===== src/rtl/fetch_pc_gen_if.sv =====
// Fetch PC generator bus: redirect/exception requests in, fetch address and
// status out.
//   master: request side (pipeline control / CP0), drives the requests
//   slave : the PC generator, drives pc, pc_plus4, pend_valid, exc_code_f
interface fetch_pc_gen_if #(
  parameter int unsigned ADDR_W    = 32,
  parameter int unsigned EXCCODE_W = 5
);
  logic                 pc_en;
  logic                 redir_valid;
  logic [ADDR_W-1:0]    redir_pc;
  logic                 exc_req;
  logic                 eret_req;
  logic [ADDR_W-1:0]    epc;
  logic [ADDR_W-1:0]    pc;
  logic [ADDR_W-1:0]    pc_plus4;
  logic                 pend_valid;
  logic [EXCCODE_W-1:0] exc_code_f;

  modport master (
    output pc_en, redir_valid, redir_pc, exc_req, eret_req, epc,
    input  pc, pc_plus4, pend_valid, exc_code_f
  );

  modport slave (
    input  pc_en, redir_valid, redir_pc, exc_req, eret_req, epc,
    output pc, pc_plus4, pend_valid, exc_code_f
  );
endinterface


===== src/rtl/fetch_pc_gen.sv =====
// Fetch-stage program counter with stall-tolerant redirect capture and
// fetch address fault (AdEL) detection.
// Ports:
//   clk   - clock, rising edge
//   reset - synchronous, active-high
//   bus   - fetch_pc_gen_if.slave: pc_en, redir_valid/redir_pc,
//           exc_req, eret_req/epc in; pc, pc_plus4, pend_valid, exc_code_f out
module fetch_pc_gen #(
  parameter int unsigned        ADDR_W    = 32,
  parameter logic [ADDR_W-1:0]  RESET_VEC = ADDR_W'(32'h0000_3000),
  parameter logic [ADDR_W-1:0]  EXC_VEC   = ADDR_W'(32'h0000_4180),
  parameter logic [ADDR_W-1:0]  TEXT_LO   = ADDR_W'(32'h0000_3000),
  parameter logic [ADDR_W-1:0]  TEXT_HI   = ADDR_W'(32'h0000_4FFC),
  parameter int unsigned        EXCCODE_W = 5,
  parameter int unsigned        ADEL_CODE = 4
) (
  input  logic           clk,
  input  logic           reset,
  fetch_pc_gen_if.slave  bus
);

  logic [ADDR_W-1:0] pc_q, pc_d;
  logic [ADDR_W-1:0] pend_pc_q, pend_pc_d;
  logic              pend_valid_q, pend_valid_d;
  logic [ADDR_W-1:0] pc_plus4_c;
  logic              fault_c;

  assign pc_plus4_c = pc_q + ADDR_W'(4);

  // Unsigned range check plus word alignment.
  assign fault_c = (pc_q < TEXT_LO) || (pc_q > TEXT_HI) || (pc_q[1:0] != 2'b00);

  // Next-PC selection: exception > eret > live redirect > pending > sequential.
  always_comb begin
    pc_d         = pc_q;
    pend_pc_d    = pend_pc_q;
    pend_valid_d = pend_valid_q;
    if (bus.exc_req) begin
      pc_d         = EXC_VEC;
      pend_valid_d = 1'b0;
    end else if (bus.eret_req) begin
      pc_d         = bus.epc;
      pend_valid_d = 1'b0;
    end else if (bus.pc_en) begin
      pend_valid_d = 1'b0;
      if (bus.redir_valid) begin
        pc_d = bus.redir_pc;
      end else if (pend_valid_q) begin
        pc_d = pend_pc_q;
      end else begin
        pc_d = pc_plus4_c;
      end
    end else if (bus.redir_valid) begin
      // Stalled: capture the redirect; a newer one replaces an older one.
      pend_pc_d    = bus.redir_pc;
      pend_valid_d = 1'b1;
    end
  end

  // State registers.
  always_ff @(posedge clk) begin
    if (reset) begin
      pc_q         <= RESET_VEC;
      pend_pc_q    <= '0;
      pend_valid_q <= 1'b0;
    end else begin
      pc_q         <= pc_d;
      pend_pc_q    <= pend_pc_d;
      pend_valid_q <= pend_valid_d;
    end
  end

  assign bus.pc         = pc_q;
  assign bus.pc_plus4   = pc_plus4_c;
  assign bus.pend_valid = pend_valid_q;
  assign bus.exc_code_f = fault_c ? EXCCODE_W'(ADEL_CODE) : '0;

endmodule


===== src/flat_wrapper.sv =====
// flat-port wrapper written by rule: the top's interface ports become plain ports
module fetch_pc_gen_flat 
#(
  parameter int unsigned        ADDR_W    = 32,
  parameter logic [ADDR_W-1:0]  RESET_VEC = ADDR_W'(32'h0000_3000),
  parameter logic [ADDR_W-1:0]  EXC_VEC   = ADDR_W'(32'h0000_4180),
  parameter logic [ADDR_W-1:0]  TEXT_LO   = ADDR_W'(32'h0000_3000),
  parameter logic [ADDR_W-1:0]  TEXT_HI   = ADDR_W'(32'h0000_4FFC),
  parameter int unsigned        EXCCODE_W = 5,
  parameter int unsigned        ADEL_CODE = 4
)
  (clk, reset, bus_pc_en, bus_redir_valid, bus_redir_pc, bus_exc_req, bus_eret_req, bus_epc, bus_pc, bus_pc_plus4, bus_pend_valid, bus_exc_code_f);
  fetch_pc_gen_if #(.ADDR_W(ADDR_W), .EXCCODE_W(EXCCODE_W)) bus_i ();
  input  logic clk;
  input  logic reset;
  input wire logic [$bits(bus_i.pc_en)-1:0] bus_pc_en;
  input wire logic [$bits(bus_i.redir_valid)-1:0] bus_redir_valid;
  input wire logic [$bits(bus_i.redir_pc)-1:0] bus_redir_pc;
  input wire logic [$bits(bus_i.exc_req)-1:0] bus_exc_req;
  input wire logic [$bits(bus_i.eret_req)-1:0] bus_eret_req;
  input wire logic [$bits(bus_i.epc)-1:0] bus_epc;
  output wire logic [$bits(bus_i.pc)-1:0] bus_pc;
  output wire logic [$bits(bus_i.pc_plus4)-1:0] bus_pc_plus4;
  output wire logic [$bits(bus_i.pend_valid)-1:0] bus_pend_valid;
  output wire logic [$bits(bus_i.exc_code_f)-1:0] bus_exc_code_f;
  assign bus_i.pc_en = bus_pc_en;
  assign bus_i.redir_valid = bus_redir_valid;
  assign bus_i.redir_pc = bus_redir_pc;
  assign bus_i.exc_req = bus_exc_req;
  assign bus_i.eret_req = bus_eret_req;
  assign bus_i.epc = bus_epc;
  assign bus_pc = bus_i.pc;
  assign bus_pc_plus4 = bus_i.pc_plus4;
  assign bus_pend_valid = bus_i.pend_valid;
  assign bus_exc_code_f = bus_i.exc_code_f;
  fetch_pc_gen #(.ADDR_W(ADDR_W), .RESET_VEC(RESET_VEC), .EXC_VEC(EXC_VEC), .TEXT_LO(TEXT_LO), .TEXT_HI(TEXT_HI), .EXCCODE_W(EXCCODE_W), .ADEL_CODE(ADEL_CODE)) u_core (.clk(clk), .reset(reset), .bus(bus_i));
endmodule

===== config.mk =====
export PLATFORM = sky130hd
export DESIGN_NAME = fetch_pc_gen_flat
export DESIGN_NICKNAME = d
export VERILOG_FILES = /design/src/rtl/fetch_pc_gen_if.sv /design/src/rtl/fetch_pc_gen.sv /design/src/flat_wrapper.sv
export SDC_FILE = /design/constraint.sdc
export NUM_CORES = 1
export LEC_CHECK = 0
export ABC_AREA = 1
export BUFFER_PORTS_ARGS = -buffer_cell sky130_fd_sc_hd__buf_4
export CAP_MARGIN = 20
export CORE_MARGIN = 4
export CORE_UTILIZATION = 55
export CTS_CLUSTER_SIZE = 20
export DETAILED_ROUTE_END_ITERATION = 10
export PLACE_DENSITY_LB_ADDON = 0.08
export SYNTH_ARGS = -nofsm -noshare
export SYNTH_HDL_FRONTEND = slang
export SYNTH_SLANG_ARGS = --single-unit
export TNS_END_PERCENT = 50

===== constraint.sdc =====
create_clock -name clk -period 4.5 [get_ports clk]
set_input_delay 0.45 -clock clk [delete_from_list [all_inputs] [get_ports clk]]
set_output_delay 0.45 -clock clk [all_outputs]
set_load 0.02 [all_outputs]

**After elaboration in Yosys (flattened, before gate mapping)**

Cells that the tools add are included.
W data, S select, Z words.

- Flip-flop bits (word level): 65
- Bits in latches: 0
- RAM bits: 0
- Memory bits (read-only): 0
- Bits of input ports: 70
- Output and inout port bits: 70
- Word-level logic and storage cells: 24
- Memories: 0

- Add/subtract/negate cells: 1
- Multipliers: 0
- Divide/modulo/power cells: 0
- Order comparisons: 2
- Eq/ne operators: 0
- Shift-type cells: 0
- Mux-type cells: 6
- Bitwise gates (word level): 3
- Reduce and logical (&&, ||, !) cells: 8

Operators with widths:

| operator | count |
|---|---|
| $mux W32 | 4 |
| $add A32 B3 Y32 const B | 1 |
| $gt A32 B15 Y1 const B | 1 |
| $lt A32 B14 Y1 const B | 1 |
| $mux W15 | 1 |
| $reduce_and A4 Y1 | 1 |
| $reduce_bool A2 Y1 | 2 |
| $reduce_or A4 Y1 | 1 |
| $mux W3 | 1 |
| $not A1 Y1 | 3 |
| $reduce_bool A3 Y1 | 1 |
| $logic_or A1 B1 Y1 | 2 |
| $reduce_or A2 Y1 | 1 |

**Longest topological paths before layout**

Gate-level depths: netlist (run 1).

- Depth after elaboration: 6
- Mapped depth: 12

**Worst setup path after synthesis (run 1)**

OpenSTA, ideal clock, no wires.

- Path type: register -> output
- From: register u_core.pc_q[3], in the netlist u_core.bus.pc[3]
- To: output port bus_pc_plus4[16]
- Arrival time: 1583 ps
- Required time: 4050 ps
- Setup slack: 2467 ps
- Cell stages (with the launch flop): 6
- Cells stage by stage: dfxtp_1 > ha_1 > nand3_2 > nor2_4 > nand3_1 > xnor2_1

- Longest elaborated chain between the ends: 1

Ends and longest elaborated chain:

| element | RTL line | source |
|---|---|---|
| start: declaration | fetch_pc_gen.sv:22 | `logic [ADDR_W-1:0] pc_q, pc_d;` |
| start signal: assignment | fetch_pc_gen.sv:67 | `pc_q <= pc_d;` |
| $add A32 B3 Y32 | fetch_pc_gen.sv:28 | `assign pc_plus4_c = pc_q + ADDR_W'(4);` |
| end: declaration | flat_wrapper.sv:23 | `output wire logic [$bits(bus_i.pc_plus4)-1:0] bus_pc_plus4;` |

No other way between the ends.

**Worst setup path after layout (run 1)**

- From: register u_core.pc_q[2], in the netlist u_core.bus.pc[2]
- To: output port bus_pc_plus4[12]

Same word-level chain as after synthesis.

==> results.yml, run 1 <==
timing:
  rsz0062_at_grt: "no"
  slew_headroom_pct: 34.2
  hold_ws_ns: 0.358
  hold_violations: 0
  setup_tns_ns: 0
  setup_viol: 0
  clock-skew-final_ns: 0.0134
  worstMarginPinSlew_ns: 0.986
  fmax_mhz: 392
  period_needed_ns: 2.55
  period_share_pct: 56.7
  slew_violations: 0
synthesis:
  synthCells: 658
  synthArstFlopShare_pct: 0
  syn_area_um2: 4100
  avgSynthCellArea_um2: 6.23
  yosysTopAreaCell: "dfxtp_1"
  synthTopCellsByArea: "dfxtp_1 32%, nand2_1 18%, nor2_1 11%"
  synth-edff-count: 0
  yosysUniqueCellTypes: 40
  ys_seq_area_share_pct: 31.7
  ys_warn_count: 0
  synth_top_area_share_pct: 31.7
  synth_ff_type: "dfxtp_1"
  ys_ff_latch: 65
clocking:
  cts-htree-levels: 3
  cts_tree: "done"
  cts.sinks: 65
  post_cts_buffers: 0
  cts_buffers: 9
  clock_latency_ns: 0.34
  holdBufCountCts: 0
  clkTransAtPathRegs_ns: 0.08
  clock_path_buffers: 2
  cts-root-buf: "clkbuf_8"
  cts_resized: 0
pwr:
  p_switching_w: 0.000459
  p_clk_share_pct: 39.5
  seqPwrFrac_pct: 40.7
  p_per_area_nw_per_um2: 293
  swShare_pct: 29.4
  comb_power_share_pct: 19.8
  peakVddDrop_uv: 270
  power.internal_w: 0.00110
  p_leak_nw: 2.39
worst_setup_path:
  endpoint_kind: "output pin"
  crit_start: "u_core.bus.pc[2]"
  startpoint_type: "register"
  path_class: "register to output pin"
  worstPathArrival_ns: 2.10
  crit_fanout: 5
  cp.required_ns: 4.05
  r2r_slack_ns: 2.50
  r2r-start: "u_core.bus.pend_valid"
routing:
  ant_nets: 0
  avgRoutedWirePerCell_um: 15.9
  viasPerCell: 5.53
  wirelength_um: 14000
  first_iter_violations: 535
  vias: 4862
  remaining_drc_errors: 0
  drt_pass1_iterations: 5
floorplan:
  row_count: 31
  start_util_pct: 56.5
  ios: 140
  core_region_area_um2: 7250
  die_y_um: 94.4
  dieArea_um2: 8900
  die_w_um: 94.4
finish:
  fillers: 633
  drive_gt1_share_pct: 23.2
  synthToLayoutAreaGrowth_pct: 29.9
  nets: 847
  num_antenna_cells: 0
status:
  status: "complete, no violations"
grt:
  grt_pass1_wl_um: 22000
  grt_pass1_vias: 4419
  grt_max_degree: 40
  grtUsageTotal_pct: 31.7
  antenna_found_initial: 0
  overflow: 0
job:
  maxCapViolCount: 0
worst_hold_path:
  hp-start: "bus_epc[6]"
  worstHoldPathType: "primary input to register"
placed_design:
  dp_hpwl_um: 10400
  gp_congestion: 0.969
  portBuffers: 135
-- critical path: stages (launching register included) --
cell and delay (ns):
dfxtp_1 0.44, ha_1 0.26, nand2_1 0.08, nor2_1 0.11, nand2_1 0.20, nor2_2 0.23, xor2_1 0.17, inv_1 0.10
buf_4 0.16
-- cells by family after synthesis --
group	after synthesis	synth area share, %
other cells	1	0.0914
xor+xnor	14	3.72
buf+inv	82	8.85
fa+ha+maj	1	0.305
compound gates	128	17.8
flops	65	31.7
simple gates	367	37.6
-- synthesized netlist by cell type, types with 2 or more instances --
cell      count
a211oi_1      4
a21oi_1      35
a221oi_1     14
a22o_1        2
buf_2        12
buf_4         8
clkbuf_1     11
clkinv_1      2
dfxtp_1      65
inv_1        46
nand2_1     194
nand2_2       5
nand3_1      20
nand4_1       3
nor2_1      121
nor2_2        7
nor2_4        7
nor4_1        2
o21ai_0      65
o21bai_1      2
o22ai_1       2
or2_2         2
xnor2_1       3
xor2_1        7
xor2_2        4
-- layout make-up --
cell class | instances | area, um2 | area share, %
Multi-Input combinational cell | 514 | 2450 | 46.0
Sequential cell | 65 | 1300 | 24.4
Timing Repair Buffer | 136 | 1020 | 19.2
Inverter | 50 | 190 | 3.57
Clock buffer | 10 | 128 | 2.40
Tap cell | 99 | 124 | 2.33
Clock inverter | 6 | 115 | 2.16
-- sequential cells by signal (all words and copies together), names as in the netlist, named ones only --
name / count
u_core.pend_pc_q: 32
u_core.bus.pc: 30
u_core.bus.pend_valid: 1
-- final timing paths --
kind | end | cells after the start
worst max register to register | register | 6
worst max-delay path | bus_pc_plus4[12] | 8
worst min-delay path | u_core.bus.pc[6] | 3
worst min register to register | u_core.pend_pc_q[2] | 2
-- power groups by stage --
stage	combinational (W)	clock (W)	sequential, W
finish	0.000309	0.000616	0.000634
global route	0.000336	0.000643	0.000637
CTS	0.000306	0.000618	0.000633
detailed placement	0.000303	0	0.000646
global placement	0.000299	0	0.000645
floorplan	0.000155	0	0.000656
-- routing by layer --
layer  up-vias  global-route usage (%)  part of all wire (%)
met2       317                    50.5                    47
met1      2177                    43.0                    39
met4         0                    10.1                   2.4
li1       2339                       -                     -
met3        29                    6.69                    12
met5         -                       0                     0
-- placed cells by master (no fill, tap or decap), types with 5 or more instances in the layout --
cell type	netlist	final
inv_1	46	46
nand2_1	194	194
nor2_1	121	121
a21oi_1	35	35
nand3_1	20	20
xor2_1	7	7
nand2_2	5	5
clkbuf_8	0	9
nor2_2	7	7
dfxtp_1	65	65
a221oi_1	14	14
nor2_4	7	7
buf_4	8	136
o21ai_0	65	65
-- per-stage QoR --
stage               total power [W]  instance area [um2]  setup WS, ns  utilization, %  std cells
floorplan                  0.000811                 4110          2.47               -        661
global placement           0.000944                 5080          2.02            70.1        864
detailed placement         0.000949                 5080          1.95            70.1        864
CTS                         0.00156                 5330          1.98            73.5        880
global route                0.00162                 5330          1.81            73.5        880
finish                      0.00156                 5330          1.95            73.5        880
Power figures use the tool's default switching activity.
==> inputs of run 2 (changes only) <==
- CORE_UTILIZATION: 55 -> 46
- clock period: 4.5 -> 2.1 ns (I/O delays scaled with it)
==> results.yml, run 2 (synthesized netlist as in run 1, its figures left out) <==
worst_setup_path:
  worstRegToRegCells: 11
  cp_slowest_stage_delay_ns: 0.39
  path_class: "register to output pin"
  endpoint_kind: "output pin"
  path_cells: "ha_4 > nand2_1 > nor2_1 > nand2_2 > nor2_2 > xor2_1 > buf_4"
  slowest_stage: "dfxtp_2"
  startpoint_type: "register"
  worstPathArrival_ns: 1.76
  cp.required_ns: 1.89
  crit_fanout: 5
routing:
  m1WireLength_um: 6640
  ant_nets: 0
  drt_pass1_iterations: 5
  viasPerCell: 5.23
  routed-wl-met2_um: 6530
  remaining_drc_errors: 0
  route.met3.wl_um: 1080
  avgRoutedWirePerCell_um: 15.9
  first_iter_violations: 312
  wirelength_um: 14400
  vias: 4739
  routed.top_layer: "met4"
clocking:
  clock_latency_ns: 0.35
  clock_path_buffers: 2
  cts-root-buf: "clkbuf_8"
  cts-htree-levels: 3
  cts_buffers: 9
  cts_tree: "done"
  clkTransAtPathRegs_ns: 0.07
  cts.sinks: 65
grt:
  overflow: 0
  grtUsageTotal_pct: 28.2
  grt_max_degree: 39
  grt_pass1_vias: 4402
  grt_pass1_wl_um: 22900
  antenna_found_initial: 0
floorplan:
  dieArea_um2: 10500
  row_count: 34
  die_w_um: 102
  die_y_um: 102
  core_region_area_um2: 8680
  ios: 140
  start_util_pct: 47.3
timing:
  period_share_pct: 93.8
  slew_headroom_pct: 61.4
  hold_violations: 0
  worst_slack_ns: 0.131
  slew_violations: 0
  setup_viol: 0
  worstMarginPinSlew_ns: 0.579
  fmax_mhz: 508
  period_needed_ns: 1.97
  clock-skew-final_ns: 0.0111
placed_design:
  portBuffers: 135
  dp_hpwl_um: 11200
  gp_congestion: 0.920
  place_area_um2: 5210
  dpl_worst_slack_ns: 0.274
finish:
  num_antenna_cells: 0
  drive_gt1_share_pct: 28.2
  post-route-cell-area_um2: 5530
  synthToLayoutAreaGrowth_pct: 34.9
  nets: 865
  final_cell_mix: "193 x nand2_1, 153 x buf_4, 119 x nor2_1, 64 x o21ai_0, 46 x inv_1"
  largest_register_ffs: 32
  post-route-util_pct: 63.7
  largest-register: "u_core.pend_pc_q"
  final_common_cell: "nand2_1"
worst_hold_path:
  worstHoldPathType: "primary input to register"
  hold_depth: 3
pwr:
  p_leak_nw: 2.49
  peakVddDrop_uv: 328
  p_per_area_nw_per_um2: 585
job:
  maxCapViolCount: 0
status:
  status: "complete, no violations"
==> run 2: cell count changes in the layout (fill, tap and decap cells not counted), sizes merged <==
cell      previous run  this run
clkbuf              10         9
buf                136       154
bufinv               3         2
clkinvlp             1         2
==> run 2: final cells by class <==
type                       instances  area, um2
clock buffer                       9        124
clock inverter                     6       92.6
fill                             822       3150
inverter                          50        190
multi-input combinational        514       2490
sequential                        65       1340
tap                              108        135
timing repair buffer             154       1170
==> run 2: worst paths after layout <==
check | slack (ns) | start | to
worst max-delay path | 0.13 | u_core.bus.pc[2] | bus_pc_plus4[18]
worst min-delay path | 0.12 | bus_redir_pc[0] | u_core.pend_pc_q[0]
worst max register to register | 0.45 | u_core.bus.pc[2] | u_core.bus.pc[18]
worst min register to register | 0.45 | u_core.pend_pc_q[14] | u_core.pend_pc_q[14]
==> run 2: metal layers <==
metal  GRT usage [%]  vias to the layer above
met5               0                        -
met4            6.76                        0
met3            5.87                       20
met2            42.9                      165
met1            40.7                     2169
li1                -                     2385
==> run 2: per-stage QoR <==
stage | total power (W) | TNS [ns] | hold WS, ns | std cells
final | 0.00324 | 0 | 0.123 | 906
after global routing | 0.00339 | -0.00115 | 0.118 | 906
after CTS | 0.00325 | -0.0195 | 0.0942 | 903
after detailed placement | 0.00206 | 0 | 0.440 | 887
after global placement | 0.00205 | 0 | 0.433 | 887
after floorplan | 0.00174 | 0 | 0.356 | 661
==> run 2: worst max-delay path: cells and delay by family (launching register included) <==
family,cells,cell delay [ns]
and+or+nand+nor,4,0.48
DFF,1,0.39
xor gates and xnor gates,1,0.21
adders and majority gates,1,0.17
buffers and inverters,1,0.17
==> run 2: repair_timing <==
item                                    4_1_cts  5_1_grt
hold buffers                                  0        0
gates resized for setup                       4       29
pin swaps                                     0        4
setup buffers                                 1        3
endpoints found under the setup margin        5       19
==> run 2: report_power, final <==
part	switching, W	internal (W)	total (W)
logic	0.000395	0.000294	0.000689
registers	0.0000710	0.00129	0.00136
clock network	0.000521	0.000668	0.00119
==> inputs of run 3 (changes only) <==
- ABC_AREA: 1 -> default
==> results.yml, run 3 <==
floorplan:
  die_w_um: 103
  core_region_area_um2: 8760
  ios: 140
  row_count: 34
  dieArea_um2: 10600
  die_y_um: 103
  start_util_pct: 47.5
worst_setup_path:
  path_cells: "nand3_4 > or4_4 > or4_4 > xnor2_4 > buf_6"
  crit_fanout: 3
  slowest_stage: "or4_4"
  worstPathArrival_ns: 2.11
  path_class: "register to output pin"
  crit_buf_inv: 1
  cp_slowest_stage_delay_ns: 0.52
  cp.required_ns: 1.89
  cp_top_family: "simple AND/OR/NAND/NOR gates"
  startpoint_type: "register"
  endpoint_kind: "output pin"
  crit_top_cell: "or4_4"
clocking:
  clkTransAtPathRegs_ns: 0.08
  clock_latency_ns: 0.35
  cts_tree: "done"
  cts_buffers: 9
  holdBufCountCts: 0
  cts-htree-levels: 3
  cts.sinks: 65
  cts-root-buf: "clkbuf_8"
  clock_path_buffers: 2
timing:
  period_needed_ns: 2.32
  slew_headroom_pct: 59.0
  slew_violations: 0
  hold_violations: 0
  setup_viol: 13
  worst_slack_ns: -0.223
  hold_ws_ns: 0.102
  worstMarginPinSlew_ns: 0.614
  rsz0062_at_grt: "yes"
  period_share_pct: 111
  clock-skew-final_ns: 0.0134
  fmax_mhz: 430
synthesis:
  synth_top_area_share_pct: 31.3
  synth_ff_type: "dfxtp_1"
  ys_ff_latch: 65
  ys_warn_count: 0
  yosysTopAreaCell: "dfxtp_1"
  ys_seq_area_share_pct: 31.3
  avgSynthCellArea_um2: 7.09
  synthTopCellsByArea: "dfxtp_1 31%, nand2_1 11%, a21oi_1 7.3%"
  syn_area_um2: 4160
  synthArstFlopShare_pct: 0
  synth-edff-count: 0
  synth.top_cells.by_count: "117 x nand2_1, 65 x dfxtp_1, 61 x a21oi_1, 39 x clkbuf_1, 37 x nor2_1"
  synthCells: 587
  yosysUniqueCellTypes: 60
  yosysMostFrequentCell: "nand2_1"
grt:
  grtUsageTotal_pct: 29.2
  grt_pass1_vias: 4585
  grt_pass1_wl_um: 24000
  overflow: 0
  grt_max_degree: 39
  antenna_found_initial: 0
finish:
  num_antenna_cells: 0
  nets: 820
  drive_gt1_share_pct: 37.5
  final_cell_mix: "195 x buf_4, 115 x nand2_1, 61 x a21oi_1, 48 x dfxtp_1"
  fin_cells: 862
  post-route-cell-area_um2: 6100
  largest-register: "u_core.pend_pc_q"
  synthToLayoutAreaGrowth_pct: 46.4
  largest_register_ffs: 32
  final_common_cell: "buf_4"
routing:
  drt_pass1_iterations: 5
  wirelength_um: 16000
  vias: 4983
  route.met3.wl_um: 1390
  routed-wl-met2_um: 7390
  ant_nets: 0
  routed.top_layer: "met4"
  viasPerCell: 5.78
  first_iter_violations: 366
  avgRoutedWirePerCell_um: 18.6
  m1WireLength_um: 6840
  remaining_drc_errors: 0
job:
  maxCapViolCount: 0
pwr:
  p_total_w: 0.00310
  p_per_area_nw_per_um2: 509
  peakVddDrop_uv: 377
  p_leak_nw: 2.59
placed_design:
  gp_congestion: 0.912
  place_area_um2: 5510
  dp_cells: 828
  dp_hpwl_um: 11700
  dpl_worst_slack_ns: 0.0951
  portBuffers: 135
status:
  status: "finished with violations"
  violations: "setup timing"
worst_hold_path:
  worstHoldPathType: "primary input to register"
==> run 3: cell type report <==
cell class | instances | area, um2
Clock inverter | 6 | 43.8
Fill cell | 781 | 2670
Clock buffer | 10 | 128
Timing Repair Buffer | 205 | 1580
Sequential cell | 65 | 1340
Inverter | 15 | 56.3
Tap cell | 108 | 135
Multi-Input combinational cell | 453 | 2820
==> run 3: stage by stage <==
stage	util, %	TNS, ns
2_1_floorplan	-	0
3_3_place_gp	62.9	0
3_5_place_dp	62.9	0
4_1_cts	67.1	-0.849
5_1_grt	69.6	-2.72
6_report	69.6	-1.30
==> run 3: worst paths after layout <==
check                  startpoint                    to  slack (ns)  depth (start not counted)
max              u_core.bus.pc[9]      bus_pc_plus4[28]       -0.22                          5
min reg2reg  u_core.pend_pc_q[23]  u_core.pend_pc_q[23]        0.46                          2
min                   bus_epc[26]     u_core.bus.pc[26]        0.10                          2
max reg2reg      u_core.bus.pc[9]     u_core.bus.pc[25]        0.03                          8
==> run 3: worst register-to-register path, stage by stage (launching register included) <==
cell and delay (ns):
dfxtp_2 0.36, nand3_4 0.10, buf_6 0.14, nor4_4 0.33, buf_6 0.19, nand4_1 0.14
buf_4 0.18, or4_1 0.49, nand3_1 0.09
==> run 3: kinds of logic after synthesis <==
logic type                 after synthesis  synth area share, %
and+or+nand+nor                        253                 29.6
AOI/OAI and AO/OA                      167                 25.2
adders and majority gates                1                0.300
buffers and inverters                   72                 7.30
other                                    1               0.0901
xor gates and xnor gates                24                 5.23
DFF                                     65                 31.3
muxes                                    4                0.992
==> run 3: timing repair <==
item,CTS,global route
gates resized for setup,32,26
endpoints found under the setup margin,16,21
pin swaps,8,10
buffers inserted,8,9
gates cloned,1,0
==> run 3: per-layer routing <==
| metal | vias up | GRT usage, % |
|---|---|---|
| li1 | 2392 | - |
| met1 | 2302 | 41.3 |
| met2 | 256 | 44.4 |
| met3 | 33 | 5.14 |
| met5 | - | 0 |
| met4 | 0 | 11.1 |
==> run 3: power by group <==
part / leakage (nW) / internal, W / switching, W / total, W
sequential: 0.537 / 0.00128 / 0.0000482 / 0.00133
combinational: 1.97 / 0.000353 / 0.000448 / 0.000801
clock: 0.0866 / 0.000433 / 0.000541 / 0.000973
